[src/rtl/rst_seq.sv]
// rst_seq: staged reset sequencer.
//
// Holds every reset output for 2^HOLD_W cycles, then releases them one at a
// time, lowest bit first, STAGE_GAP cycles apart. A debounced button rising
// edge, a software request or (optionally) a CPU trap restarts the whole
// sequence from a full hold and records the cause.
//
// Optional feature: define RST_SEQ_TRAP_EN to make a trap_i rising edge seen
// in RUN a reset event (cause 11). Without it trap_i is ignored.
//
// Ports
//   clk          - single clock, all logic on the rising edge
//   rst          - synchronous active-high power-on/global reset
//   btn_i        - asynchronous reset button, active high
//   sw_rst_req_i - software reset request, sampled every cycle
//   trap_i       - CPU trap flag (level)
//   rst_o        - staged reset outputs, active high
//   ready_o      - high once every stage has been released
//   cause_o      - last reset cause: 00 por, 01 button, 10 software, 11 trap
module rst_seq #(
    parameter int unsigned N_OUT     = 2,
    parameter int unsigned HOLD_W    = 16,
    parameter int unsigned STAGE_GAP = 16,
    parameter int unsigned DEBOUNCE  = 8
) (
    input  logic             clk,
    input  logic             rst,
    input  logic             btn_i,
    input  logic             sw_rst_req_i,
    input  logic             trap_i,
    output logic [N_OUT-1:0] rst_o,
    output logic             ready_o,
    output logic [1:0]       cause_o
);

    localparam int unsigned GapW = (STAGE_GAP > 1) ? $clog2(STAGE_GAP) : 1;
    localparam int unsigned KW   = (N_OUT > 1) ? $clog2(N_OUT) : 1;
    localparam int unsigned DbW  = (DEBOUNCE > 1) ? $clog2(DEBOUNCE) : 1;

    localparam logic [GapW-1:0] GapReload = GapW'(STAGE_GAP - 1);
    localparam logic [KW-1:0]   KLast     = KW'(N_OUT - 1);
    localparam logic [DbW-1:0]  DbLast    = DbW'(DEBOUNCE - 1);

    localparam logic [1:0] CausePor  = 2'b00;
    localparam logic [1:0] CauseBtn  = 2'b01;
    localparam logic [1:0] CauseSw   = 2'b10;
    localparam logic [1:0] CauseTrap = 2'b11;

    typedef enum logic [1:0] {StHold, StRelease, StRun} state_e;

    state_e            state_q, state_d;
    logic [HOLD_W-1:0] hold_q, hold_d;
    logic [GapW-1:0]   gap_q, gap_d;
    logic [KW-1:0]     k_q, k_d;
    logic [N_OUT-1:0]  stage_q, stage_d;
    logic              ready_q, ready_d;
    logic [1:0]        cause_q, cause_d;

    logic              sync1_q, sync2_q;
    logic              btn_db_q, btn_db_d, btn_db_prev_q;
    logic [DbW-1:0]    db_cnt_q, db_cnt_d;

    logic              btn_evt, sw_evt, trap_evt;

    // Debouncer: accept the synchronized level only after it has differed from
    // the current debounced level for DEBOUNCE consecutive cycles.
    always_comb begin
        btn_db_d = btn_db_q;
        db_cnt_d = '0;
        if (sync2_q != btn_db_q) begin
            if (db_cnt_q == DbLast) begin
                btn_db_d = sync2_q;
            end else begin
                db_cnt_d = db_cnt_q + 1'b1;
            end
        end
    end

    assign btn_evt = btn_db_q & ~btn_db_prev_q;
    assign sw_evt  = sw_rst_req_i;

`ifdef RST_SEQ_TRAP_EN
    logic trap_prev_q;

    always_ff @(posedge clk) begin
        if (rst) begin
            trap_prev_q <= 1'b0;
        end else begin
            trap_prev_q <= trap_i;
        end
    end

    // Trap edges outside RUN are dropped: a sequence already in progress wins.
    assign trap_evt = trap_i & ~trap_prev_q & (state_q == StRun);
`else
    logic unused_trap;
    assign unused_trap = trap_i;
    assign trap_evt    = 1'b0;
`endif

    always_comb begin
        state_d = state_q;
        hold_d  = hold_q;
        gap_d   = gap_q;
        k_d     = k_q;
        stage_d = stage_q;
        ready_d = ready_q;
        cause_d = cause_q;

        unique case (state_q)
            StHold: begin
                if (hold_q != '0) begin
                    hold_d = hold_q - 1'b1;
                end else if (!btn_db_q) begin
                    // A button still held down keeps the system parked here.
                    state_d = StRelease;
                    gap_d   = GapReload;
                    k_d     = '0;
                end
            end
            StRelease: begin
                if (gap_q == '0) begin
                    stage_d[k_q] = 1'b0;
                    gap_d        = GapReload;
                    if (k_q == KLast) begin
                        state_d = StRun;
                        ready_d = 1'b1;
                    end else begin
                        k_d = k_q + 1'b1;
                    end
                end else begin
                    gap_d = gap_q - 1'b1;
                end
            end
            StRun: begin
            end
            default: begin
                state_d = StHold;
            end
        endcase

        // Any event restarts from a full hold regardless of progress.
        if (btn_evt || sw_evt || trap_evt) begin
            state_d = StHold;
            hold_d  = '1;
            k_d     = '0;
            stage_d = '1;
            ready_d = 1'b0;
            if (btn_evt) begin
                cause_d = CauseBtn;
            end else if (sw_evt) begin
                cause_d = CauseSw;
            end else begin
                cause_d = CauseTrap;
            end
        end
    end

    always_ff @(posedge clk) begin
        if (rst) begin
            state_q       <= StHold;
            hold_q        <= '1;
            gap_q         <= GapReload;
            k_q           <= '0;
            stage_q       <= '1;
            ready_q       <= 1'b0;
            cause_q       <= CausePor;
            sync1_q       <= 1'b0;
            sync2_q       <= 1'b0;
            btn_db_q      <= 1'b0;
            btn_db_prev_q <= 1'b0;
            db_cnt_q      <= '0;
        end else begin
            state_q       <= state_d;
            hold_q        <= hold_d;
            gap_q         <= gap_d;
            k_q           <= k_d;
            stage_q       <= stage_d;
            ready_q       <= ready_d;
            cause_q       <= cause_d;
            sync1_q       <= btn_i;
            sync2_q       <= sync1_q;
            btn_db_q      <= btn_db_d;
            btn_db_prev_q <= btn_db_q;
            db_cnt_q      <= db_cnt_d;
        end
    end

    assign rst_o   = stage_q;
    assign ready_o = ready_q;
    assign cause_o = cause_q;

endmodule

[config.mk]
export PLATFORM = sky130hd
export DESIGN_NAME = rst_seq
export DESIGN_NICKNAME = d
export VERILOG_FILES = /design/src/rtl/rst_seq.sv
export SDC_FILE = /design/constraint.sdc
export NUM_CORES = 1
export LEC_CHECK = 0
export CORE_UTILIZATION = 25
export DETAILED_ROUTE_END_ITERATION = 7
export GPL_ROUTABILITY_DRIVEN = 0
export PLACE_DENSITY = 0.45
export SKIP_CTS_REPAIR_TIMING = 1
export SYNTH_ARGS = -nofsm -noshare
export SYNTH_HDL_FRONTEND = slang
export SYNTH_SLANG_ARGS = --single-unit
[constraint.sdc]
create_clock -name clk -period 2.4 [get_ports clk]
set_clock_uncertainty 0.2 [all_clocks]
set_input_delay 0.24 -clock clk [delete_from_list [all_inputs] [get_ports clk]]
set_output_delay 0.24 -clock clk [all_outputs]
set_load 0.05 [all_outputs]
Word level (Yosys, flattened, before mapping) --
Index checks and enable logic that the tools add are counted.
Word-level totals: bits in registers 35, logic and storage cells 65
Operators by class: $add $sub $neg 4, magnitude comparators 2, equal/unequal tests 8, mux-type cells 18, bitwise operators 6, reduce and logical (&&, ||, !) cells 15
Operators with widths (number):
- $reduce_bool A16 Y1 | 1
- $sub A16 B1 Y16 const B | 1
- $mux W4 | 3
- $mux W2 | 5
- $ne A2 B2 Y1 const B | 4
- $pmux W4 S2 | 1
- $mux W1 | 6
- $pmux W2 S3 | 1
- $reduce_and A2 Y1 | 3
- $reduce_and A3 Y1 | 2
- $reduce_and A5 Y1 | 1
- $logic_not A4 Y1 | 1
- $reduce_and A4 Y1 | 1
- $sub A4 B1 Y4 const B | 1
- $add A3 B1 Y3 const B | 1
- $eq A3 B3 Y1 const B | 1
- $not A1 Y1 | 3
- $reduce_or A3 Y1 | 1
- $and A2 B2 Y2 | 1
- $eq A2 B1 Y1 const B | 1
- $eq A2 B2 Y1 const B | 1
- $logic_not A2 Y1 | 1
- $lt A1 B2 Y1 const B | 1
- $not A2 Y2 | 1
- 10 further kinds | 10

Logic depth before layout (Yosys ltp) --
Gate-level depths: netlist of run 1.
word-level depth 6, depth in mapped cells 8, gate-level depth less buffers 6

Worst setup path after synthesis of run 1 --
OpenSTA, ideal clock, no wires.
path kind register to register, start register hold_q[0], end register gap_q[3], arrival 1731 ps, path slack 394 ps, cell stages (with the launch flop) 9, cell sequence dfxtp_1 > inv_1 > ha_1 > clkbuf_1 > nor3b_1 > nand4b_4 > buf_6 > or2_4 > a22oi_2
Between the ends: longest elaborated chain between the ends 3
RTL lines:
- from (decl) | line 52 | logic [HOLD_W-1:0] hold_q, hold_d;
- from (signal assigned) | line 175 | hold_q <= hold_d;
- $reduce_bool A16 Y1 | line 112 | if (hold_q != '0) begin
- $ne A2 B2 Y1 (no line)
- $reduce_and A3 Y1 (no line)
- to (signal assigned) | line 163 | gap_q <= GapReload;
- to (signal assigned) | line 176 | gap_q <= gap_d;
- to (decl) | line 53 | logic [GapW-1:0] gap_q, gap_d;
No other way between the ends. A chain may end at the register's enable or synchronous reset.

Worst setup path in the final report of run 1 --
start register hold_q[2], end register gap_q[3]
The elaborated chain is that of the path after synthesis.

==> results of run 1 <==
## placed cells by master, fill, tap and decap left out, types with 7 or more instances in the layout
| cell type | synthesis | final |
|---|---|---|
| a21oi_1 | 18 | 18 |
| and3_1 | 9 | 9 |
| buf_4 | 0 | 7 |
| clkdlybuf4s50_1 | 0 | 8 |
| dfxtp_1 | 35 | 35 |
| inv_1 | 10 | 10 |
| nand2_1 | 7 | 7 |
| nor2_1 | 9 | 9 |
| nor3_1 | 8 | 7 |
| nor4_1 | 7 | 7 |
| o21ai_0 | 10 | 10 |
## metrics by stage
step / total power, uW / area [um^2] / worst slack [ns] / hold slack (ns) / utilization, %
final: 1150 / 1980 / 0.291 / 0.233 / 30.9
after global routing: 1210 / 1980 / 0.149 / 0.258 / 30.9
after CTS: 1180 / 1980 / 0.284 / 0.237 / 30.9
after detailed placement: 641 / 1880 / 0.302 / 0.225 / 29.2
after global placement: 641 / 1880 / 0.302 / 0.215 / 29.2
after floorplan: 623 / 1690 / 0.394 / 0.168 / -
## state kept, by name, indices dropped and copies added (netlist names)
| register | cells |
|---|---|
| db_cnt_q | 3 |
| rst_o | 2 |
| hold_q | 16 |
| ready_o | 1 |
| cause_o | 2 |
| btn_db_q | 1 |
| k_q | 1 |
| gap_q | 4 |
| btn_db_prev_q | 1 |
| state_q | 2 |
| sync2_q | 1 |
| sync1_q | 1 |
## area by class of cell
cell class	instances	area (um^2)
Fill cell	695	4440
Multi-Input combinational cell	136	910
Sequential cell	35	701
Timing Repair Buffer	15	133
Tap cell	77	96.3
Clock buffer	5	68.8
Clock inverter	2	37.5
Inverter	10	37.5
## cell families after synthesis
| kind of cell | count (synthesis) |
|---|---|
| flops | 35 |
| compound gates | 49 |
| xor+xnor | 1 |
| simple gates | 80 |
| fa+ha+maj | 4 |
| buf+inv | 20 |
| mux | 2 |
## path summary, 6_finish.rpt
check / to / slack (ns) / cells after the start
worst max register to register: gap_q[3] / 0.29 / 4
worst min register to register: db_cnt_q[0] / 0.23 / 1
worst max-delay path: gap_q[3] / 0.29 / 4
worst min-delay path: db_cnt_q[0] / 0.23 / 1
## synth_stat cells (all sizes together)
cell     count
ha           4
mux2i        2
nand2b       2
a31oi        6
clkbuf       6
nand4b       1
or3b         1
o21ai       14
or2          3
o21a         1
nor3         8
o41a         1
nor4b        1
buf          4
and4         3
nand3b       5
inv         10
nand3        3
xnor2        1
and2         3
nand2        7
a22oi        1
dfxtp       35
or4          3
nor2b        5
nor3b        3
a41o         1
nand4        1
a21oi       18
a2111oi      2
and3         9
a211oi       1
or3          4
a21o         1
o22ai        1
a311oi       1
nor4         9
a21bo        1
nor2         9
## power by group through the flow
| stage | logic [uW] | registers [uW] | clock network (uW) |
|---|---|---|---|
| final | 38.1 | 589 | 524 |
| after CTS | 38.9 | 589 | 552 |
| after global placement | 38.7 | 602 | 0 |
| after global routing | 43.2 | 590 | 575 |
| after floorplan | 17.6 | 606 | 0 |
| after detailed placement | 38.6 | 603 | 0 |
## routing by layer
metal  vias to the layer above  part of all wire (%)
li1                        729                     -
met4                         0                   2.0
met1                       641                    52
met3                         5                   2.6
met2                        11                    43
met5                         -                     0
==> metrics.md, run 1 <==
| Metric | Value |
|---|---|
| Status | `completed` |
| Worst Tran Pin Value | `0.524 ns` |
| 1st-iter DRT viols | `61` |
| Met2 usage in global routing | `17.5%` |
| ANT nets after route | `0` |
| Worst EP arrival | `2.13 ns` |
| Setup tns final | `0 ns` |
| Core area | `6420 um^2` |
| Top cells by area, synth | `dfxtp_1 41%, a21oi_1 5.3%, and3_1 3.3%` |
| Worst setup path start | `hold_q[2]` |
| IO Pins | `10` |
| Drc violations | `0` |
| Grt met1 use | `14.4%` |
| CTS Buf Count | `5` |
| Clock share of power | `45.5%` |
| Compound-gate portion of the synthesized area | `17.9%` |
| Diodes inserted | `0` |
| Netlist Area Pre-Place | `1690 um^2` |
| Buffers on Ports | `8` |
| Total congestion overflow | `0` |
| CTS max path bufs | `2` |
| Netlist cell types | `45` |
| Synth Area in Adders | `2.96%` |
| Vias | `1386` |
| P_sw | `246 uW` |
| Clock period minus worst slack | `2.11 ns` |
| Period utilization | `87.9%` |
| Root Buffer | `clkbuf_8` |
| Buf+Inv Stages, Crit Path | `0` |
| Top-area cell type share of the netlist area | `41.5%` |
| Pre-antenna DRT Iters | `4` |
| Vias in the first global route | `1366` |
| Final std cells w/o fill | `280` |
| CTS tree | `done` |
| Max incr delay on CP | `0.62 ns` |
| Worst r2r src | `hold_q[2]` |
| CP cell instances | `or4_1 > nand4b_4 > or2_4 > a22oi_2` |
| Slew margin rel. | `64.2%` |
| Max-cap violations | `0` |
| First-pass GRT wire length | `6340 um` |
| Slowest cell on crit path | `or4_1` |
| Initial antenna violation count | `0` |
| Fin. max-slew vios | `0` |
| Inst Count DP | `273` |
| Placed wire-length estimate | `2430 um` |
| Busiest layer in global routing | `met2` |
| Post-DR wirelength/cell | `12.7 um` |
| Net Count, Synth | `200` |
| Largest family of logic cells by synthesized area | `simple AND/OR/NAND/NOR gates` |
| Final setup fails | `0` |
| CP Data Required Time | `2.43 ns` |
| Worst-path maximum fanout | `22` |
| PwrDens | `581 nW/um^2` |
| Synth Area in XOR/XNOR | `0.518%` |
| Vias per inst | `4.95` |
| Max IR drop VDD | `0.279 mV` |
| Crit. End Element | `register` |
| CP Launch Type | `register` |
| Mapped Cells | `191` |
| P&R area growth vs syn | `17.3%` |
| CP delay by family, top | `simple AND/OR/NAND/NOR gates` |
| Fmax achieved | `0.474 GHz` |
| Met3 global-route usage | `2.95%` |
| Internal power | `905 uW` |
| Layout cells sized above 1 | `12.3%` |
| Total track usage | `11.4%` |
| Switching share of power | `21.4%` |
| Clock slew at reported path FFs | `0.08 ns` |
| Post-synthesis mux area share | `1.18%` |
| Row count | `29` |
| Synthesized flop and latch total | `35` |
| Final WL | `3550 um` |
| Die height | `84.2 um` |
| Die width | `84.2 um` |
| Leak | `0.000783 uW` |
| Critical path class | `register to register` |
| Warnings, synthesis | `0` |
| Min-Delay Path Class | `register to register` |
| Logic pwr share | `3.3%` |
| Seq pwr share | `51.1%` |
| Clk sinks | `35` |
| Post-Synth Simple-Gate Area | `30.9%` |
| Area of the die | `7090 um^2` |
| Clk Latency, worst-skew pair | `0.29 ns` |
| Initial Utilization | `26.3%` |
| Min-Delay Startpoint | `db_cnt_q[0]` |
| Nets | `212` |
| Final Hold Fails | `0` |
| Post-synthesis sequential area ratio | `41.5%` |
| Unrepaired setup endpoints after global routing | `no` |
| Post-synth top area cell | `dfxtp_1` |
| Pin count of the biggest net entering global routing | `23` |
| Mean Syn Cell Area | `8.85 um^2` |
| H-tree Lvls | `2` |
Note: power is estimated with default switching activity, not from simulation.
==> run 2, diff against run 1 <==
==> config.mk (replaced) <==
export PLATFORM = sky130hd
export DESIGN_NAME = rst_seq
export DESIGN_NICKNAME = d
export VERILOG_FILES = /design/src/rtl/rst_seq.sv
export SDC_FILE = /design/constraint.sdc
export NUM_CORES = 1
export LEC_CHECK = 0
export CAP_MARGIN = 25
export CORE_UTILIZATION = 40
export DETAILED_ROUTE_END_ITERATION = 7
export GPL_ROUTABILITY_DRIVEN = 0
export PLACE_DENSITY = 0.62
export SYNTH_ARGS = -nofsm -noshare
export SYNTH_HDL_FRONTEND = slang
export SYNTH_SLANG_ARGS = --single-unit
==> metrics.md, run 2 (synthesized netlist as in run 1, its figures left out) <==
| Metric | Value |
|---|---|
| Hold path depth | `1 (unchanged)` |
| Pin count of the biggest net entering global routing | `23 (unchanged)` |
| Total congestion overflow | `0 (unchanged)` |
| Fin. max-slew vios | `0 (unchanged)` |
| Initial antenna violation count | `0 (unchanged)` |
| Row count | `23 (-21%)` |
| Min-Delay Path Class | `register to register` |
| Grt met1 use | `21.1% (+6.6 points)` |
| Core area | `4030 um^2 (-37%)` |
| Placed wire-length estimate | `2500 um (+3.1%)` |
| CTS Buf Count | `5 (unchanged)` |
| Worst Tran Pin Value | `0.519 ns (-0.00452 ns)` |
| Final Hold Fails | `0 (unchanged)` |
| Buffers on Ports | `8 (unchanged)` |
| Layout cells sized above 1 | `11.8% (-0.49 points)` |
| PostCTS Resize Cnt | `0` |
| Post-route setup slack | `0.203 ns (-0.0884 ns)` |
| Largest Register | `hold_q` |
| Unrepaired setup endpoints after global routing | `no` |
| Min-Delay Startpoint | `sync1_q` |
| Worst r2r src | `hold_q[2]` |
| CP Data Required Time | `2.42 ns (about the same)` |
| Vias in the first global route | `1378 (+0.88%)` |
| Die height | `67.0 um (-20%)` |
| Leak | `0.000786 uW (+0.39%)` |
| Final setup fails | `0 (unchanged)` |
| R2R depth | `4 (unchanged)` |
| Vias | `1424 (+2.7%)` |
| Slew margin rel. | `64.5% (+0.31 points)` |
| Largest register FFs | `16 (unchanged)` |
| Biggest regs | `hold_q: 16 flops, gap_q: 4 flops, db_cnt_q: 3 flops` |
| Fillers | `383 (-45%)` |
| CTS tree | `done` |
| Total track usage | `18.3% (+6.9 points)` |
| Clk Latency, worst-skew pair | `0.29 ns (about the same)` |
| Max incr delay on CP | `0.69 ns (+0.07 ns)` |
| Setup tns final | `0 ns (unchanged)` |
| Die width | `67.0 um (-20%)` |
| Clk sinks | `35 (unchanged)` |
| Max IR drop VDD | `0.440 mV (+58%)` |
| Clock slew at reported path FFs | `0.08 ns (about the same)` |
| Commonest cells after routing, fill and taps aside | `35 x dfxtp_1, 18 x a21oi_1, 10 x inv_1, 10 x o21ai_0` |
| Pre-antenna DRT Iters | `4 (unchanged)` |
| H-tree Lvls | `2 (unchanged)` |
| Final WL | `3520 um (-0.73%)` |
| Max-cap violations | `0 (unchanged)` |
| CTS max path bufs | `2 (unchanged)` |
| ANT nets after route | `0 (unchanged)` |
| Post-DR wirelength/cell | `13.9 um (+9.9%)` |
| Met2 usage in global routing | `29.4% (+12 points)` |
| Storage cell area | `701 um^2 (unchanged)` |
| Worst EP arrival | `2.22 ns (+0.09 ns)` |
| CP Launch Type | `register` |
| Area of the multi-input gates | `905 um^2 (-0.55%)` |
| Final Util | `48.2% (+17 points)` |
| Clock period minus worst slack | `2.20 ns (+0.0884 ns)` |
| Commonest non-fill, non-tap cell in the layout | `dfxtp_1` |
| Drc violations | `0 (unchanged)` |
| PwrDens | `593 nW/um^2 (+2.1%)` |
| Initial Utilization | `42.0% (+16 points)` |
| Period utilization | `91.6% (+3.7 points)` |
| Area of the die | `4490 um^2 (-37%)` |
| Slowest cell on crit path | `or4_1` |
| DP Worst Slack | `0.226 ns (-0.0760 ns)` |
| Diodes inserted | `0 (unchanged)` |
| IO Pins | `10 (unchanged)` |
| Critical path class | `register to register` |
| CTS Hold Bufs | `0` |
| CP cell instances | `or4_1 > nand4b_4 > or2_4 > a22oi_2` |
| 1st-iter DRT viols | `43 (-30%)` |
| Busiest layer in global routing | `met2` |
| Hold_ws | `0.249 ns (+0.0166 ns)` |
| Crit. End Element | `register` |
| Postcts setup bufs | `0` |
| Total power | `1150 uW (about the same)` |
| Reg-to-Reg End | `gap_q[3]` |
| Status | `completed` |
| Worst-path maximum fanout | `22 (unchanged)` |
| Hold Path End | `sync2_q` |
| Vias per inst | `5.63 (+14%)` |
| First-pass GRT wire length | `6080 um (-4.1%)` |
| P&R area growth vs syn | `15.0%` |
| Fmax achieved | `0.455 GHz (-4.0%)` |
| Met3 global-route usage | `5.31% (+2.4 points)` |
| Reg-to-reg setup timing slack | `0.20 ns (-0.09 ns)` |
| Root Buffer | `clkbuf_8` |
| Nets | `211 (-0.47%)` |
==> run 2: worst max path at each step <==
stage          slack, ns       from        to  depth (start not counted)
2_1_floorplan       0.39  hold_q[0]  gap_q[3]                          8
3_3_place_gp        0.25  hold_q[2]  gap_q[3]                          4
3_5_place_dp        0.23  hold_q[2]  gap_q[3]                          4
4_1_cts             0.21  hold_q[2]  gap_q[3]                          4
5_1_grt             0.07  hold_q[2]  gap_q[1]                          4
6_report            0.20  hold_q[2]  gap_q[3]                          4
==> run 2: worst max-delay path, delay by kind of cell (launching register included) <==
kind	cells	cell delay [ns]
DFF	1	0.34
AOI/OAI and AO/OA	1	0.14
and+or+nand+nor	3	1.45
==> run 2: layout make-up <==
cell class                      count  area share [%]
Inverter                           10            1.93
Tap cell                           50            3.22
Sequential cell                    35            36.1
Timing Repair Buffer               14            6.44
Clock inverter                      3            2.25
Clock buffer                        5            3.54
Multi-Input combinational cell    136            46.6
==> run 2: routing by layer <==
metal | vias to the layer above | wire (um)
li1 | 725 | -
met1 | 676 | 1650
met2 | 14 | 1670
met3 | 9 | 87
met4 | 0 | 110
met5 | - | 0
==> run 2: power breakdown <==
group / switching, uW / total, uW / internal (uW) / leakage (uW)
clock: 216 / 525 / 309 / 0.0000581
sequential: 3.95 / 589 / 585 / 0.000284
combinational: 21.2 / 37.5 / 16.2 / 0.000444
==> run 2: per-stage QoR <==
stage	area (um^2)	std cells
6_report	1940	253
5_1_grt	1940	253
4_1_cts	1940	253
3_5_place_dp	1830	245
3_3_place_gp	1830	245
2_1_floorplan	1690	191
==> run 3, diff against run 2 <==
--- a/config.mk
+++ b/config.mk
@@ -6,10 +6,12 @@
 export NUM_CORES = 1
 export LEC_CHECK = 0
 export CAP_MARGIN = 25
+export CELL_PAD_IN_SITES_DETAIL_PLACEMENT = 1
+export CELL_PAD_IN_SITES_GLOBAL_PLACEMENT = 1
 export CORE_UTILIZATION = 40
 export DETAILED_ROUTE_END_ITERATION = 7
 export GPL_ROUTABILITY_DRIVEN = 0
-export PLACE_DENSITY = 0.62
+export PLACE_DENSITY = 0.76
 export SYNTH_ARGS = -nofsm -noshare
 export SYNTH_HDL_FRONTEND = slang
 export SYNTH_SLANG_ARGS = --single-unit
==> metrics.md, run 3 (synthesized netlist as in run 1, its figures left out) <==
| Metric | Value |
|---|---|
| Hold Path End | `db_cnt_q[0]` |
| Final setup fails | `0 (unchanged)` |
| Critical path class | `register to register` |
| P_sw | `244 uW (+1.4%)` |
| DR top layer | `met4` |
| Core area | `4030 um^2 (unchanged)` |
| IO Pins | `10 (unchanged)` |
| Biggest regs | `hold_q: 16 flops, gap_q: 4 flops, db_cnt_q: 3 flops` |
| Min-Delay Startpoint | `db_cnt_q[0]` |
| Max-cap violations | `0 (unchanged)` |
| 1st-iter DRT viols | `63 (+47%)` |
| Initial antenna violation count | `0 (unchanged)` |
| P&R area growth vs syn | `13.1%` |
| Root Buffer | `clkbuf_8` |
| Nets | `210 (-0.47%)` |
| Total congestion overflow | `0 (unchanged)` |
| Clock slew at reported path FFs | `0.08 ns (about the same)` |
| Max IR drop VDD | `0.368 mV (-16%)` |
| Hold path depth | `1 (unchanged)` |
| Clk Latency, worst-skew pair | `0.28 ns (about the same)` |
| R2R depth | `4 (unchanged)` |
| ANT nets after route | `0 (unchanged)` |
| Vias | `1447 (+1.6%)` |
| Final WL | `3790 um (+7.8%)` |
| Row count | `23 (unchanged)` |
| Commonest cells after routing, fill and taps aside | `35 x dfxtp_1, 18 x a21oi_1, 10 x inv_1, 10 x o21ai_0` |
| Met2 wire len | `1840 um (+10%)` |
| CTS Hold Bufs | `0 (unchanged)` |
| Period utilization | `92.2% (+0.63 points)` |
| Initial Utilization | `42.0% (unchanged)` |
| PwrDens | `547 nW/um^2 (-7.6%)` |
| Post-DP Area | `1820 um^2 (-0.41%)` |
| Worst Tran Pin Value | `0.583 ns (+0.0640 ns)` |
| Setup tns final | `0 ns (unchanged)` |
| Largest register FFs | `16 (unchanged)` |
| Leak | `0.000763 uW (-2.9%)` |
| CTS tree | `done` |
| Final Util | `47.5% (-0.78 points)` |
| Pre-antenna DRT Iters | `4 (unchanged)` |
| Switching share of power | `23.3% (+2.4 points)` |
| Worst EP arrival | `2.22 ns (about the same)` |
| Worst setup path start | `hold_q[2]` |
| Crit. End Element | `register` |
| Clock share of power | `40.2% (-5.4 points)` |
| Clock period minus worst slack | `2.21 ns (+0.0151 ns)` |
| CTS Buf Count | `5 (unchanged)` |
| Worst r2r src | `hold_q[2]` |
| CTS max path bufs | `2 (unchanged)` |
| First-pass GRT wire length | `6560 um (+7.9%)` |
| CP Launch Type | `register` |
| Die width | `67.0 um (unchanged)` |
| Vias in the first global route | `1444 (+4.8%)` |
| Worst-path maximum fanout | `22 (unchanged)` |
| Min-Delay Path Class | `register to register` |
| PostCTS Resize Cnt | `0 (unchanged)` |
| Reg-to-Reg End | `gap_q[3]` |
| Area of the die | `4490 um^2 (unchanged)` |
| Internal power | `802 uW (-12%)` |
| Fin. max-slew vios | `0 (unchanged)` |
| Seq pwr share | `56.3% (+5.1 points)` |
| CP Data Required Time | `2.41 ns (about the same)` |
| Post-route design area | `1910 um^2 (-1.6%)` |
| Reg-to-reg setup timing slack | `0.19 ns (-0.02 ns)` |
| Diodes inserted | `0 (unchanged)` |
| Commonest non-fill, non-tap cell in the layout | `dfxtp_1` |
| Post-DR wirelength/cell | `15.1 um (+8.2%)` |
| Slew margin rel. | `60.1% (-4.4 points)` |
| Clk sinks | `35 (unchanged)` |
| Total track usage | `19.3% (+1.0 points)` |
| Metal3 WL | `84 um (-3.4%)` |
| Met1 Wirelength | `1830 um (+11%)` |
| Status | `completed` |
| Largest Register | `hold_q` |
| Buffers on Ports | `8 (unchanged)` |
| Die height | `67.0 um (unchanged)` |
| Logic pwr share | `3.5% (+0.2 points)` |
| Placed wire-length estimate | `2760 um (+10%)` |
| Vias per inst | `5.74 (+2.0%)` |
| Drc violations | `0 (unchanged)` |
| Fmax achieved | `0.452 GHz (-0.68%)` |
| Unrepaired setup endpoints after global routing | `no` |
| Layout cells sized above 1 | `11.4% (-0.44 points)` |
| Pin count of the biggest net entering global routing | `23 (unchanged)` |
| Final Hold Fails | `0 (unchanged)` |
| H-tree Lvls | `2 (unchanged)` |
| Postcts setup bufs | `0 (unchanged)` |
[run 3: power by group through the flow]
stage / Combinational, uW / Clock, uW / Sequential (uW)
5_1_grt: 40.6 / 465 / 590
6_report: 36.5 / 421 / 589
4_1_cts: 37.3 / 432 / 589
3_3_place_gp: 35.3 / 0 / 602
3_5_place_dp: 37.1 / 0 / 603
2_1_floorplan: 17.6 / 0 / 606
[run 3: worst max path at each step]
| stage | end | slack [ns] |
|---|---|---|
| floorplan | gap_q[3] | 0.39 |
| global placement | gap_q[3] | 0.24 |
| detailed placement | gap_q[1] | 0.19 |
| CTS | gap_q[3] | 0.17 |
| global route | hold_q[2] | 0.05 |
| finish | gap_q[3] | 0.19 |
[run 3: area by class of cell]
type                       instances  area, um^2
clock buffer                       5        68.8
clock inverter                     3        20.0
fill                             478        2120
inverter                          10        37.5
multi-input combinational        136         905
sequential                        35         701
tap                               50        62.6
timing repair buffer              13         118
[run 3: critical path, stage by stage (launching register included)]
cell,delay (ns)
dfxtp_1,0.34
or4_1,0.70
nand4b_4,0.41
or2_4,0.36
a22oi_2,0.14
[run 3: layer usage]
| layer | GRT usage, % | vias to the layer above |
|---|---|---|
| met5 | 0 | - |
| met4 | 6.12 | 0 |
| met3 | 4.45 | 4 |
| met2 | 32.6 | 12 |
| met1 | 23.7 | 704 |
| li1 | - | 727 |
[run 3: stage by stage]
step / cells / setup WS (ns) / hold WS (ns) / total power [uW]
2_1_floorplan: 191 / 0.394 / 0.168 / 623
4_1_cts: 252 / 0.173 / 0.244 / 1060
3_5_place_dp: 244 / 0.193 / 0.233 / 640
5_1_grt: 252 / 0.0549 / 0.279 / 1100
3_3_place_gp: 244 / 0.244 / 0.214 / 638
6_report: 252 / 0.187 / 0.240 / 1050
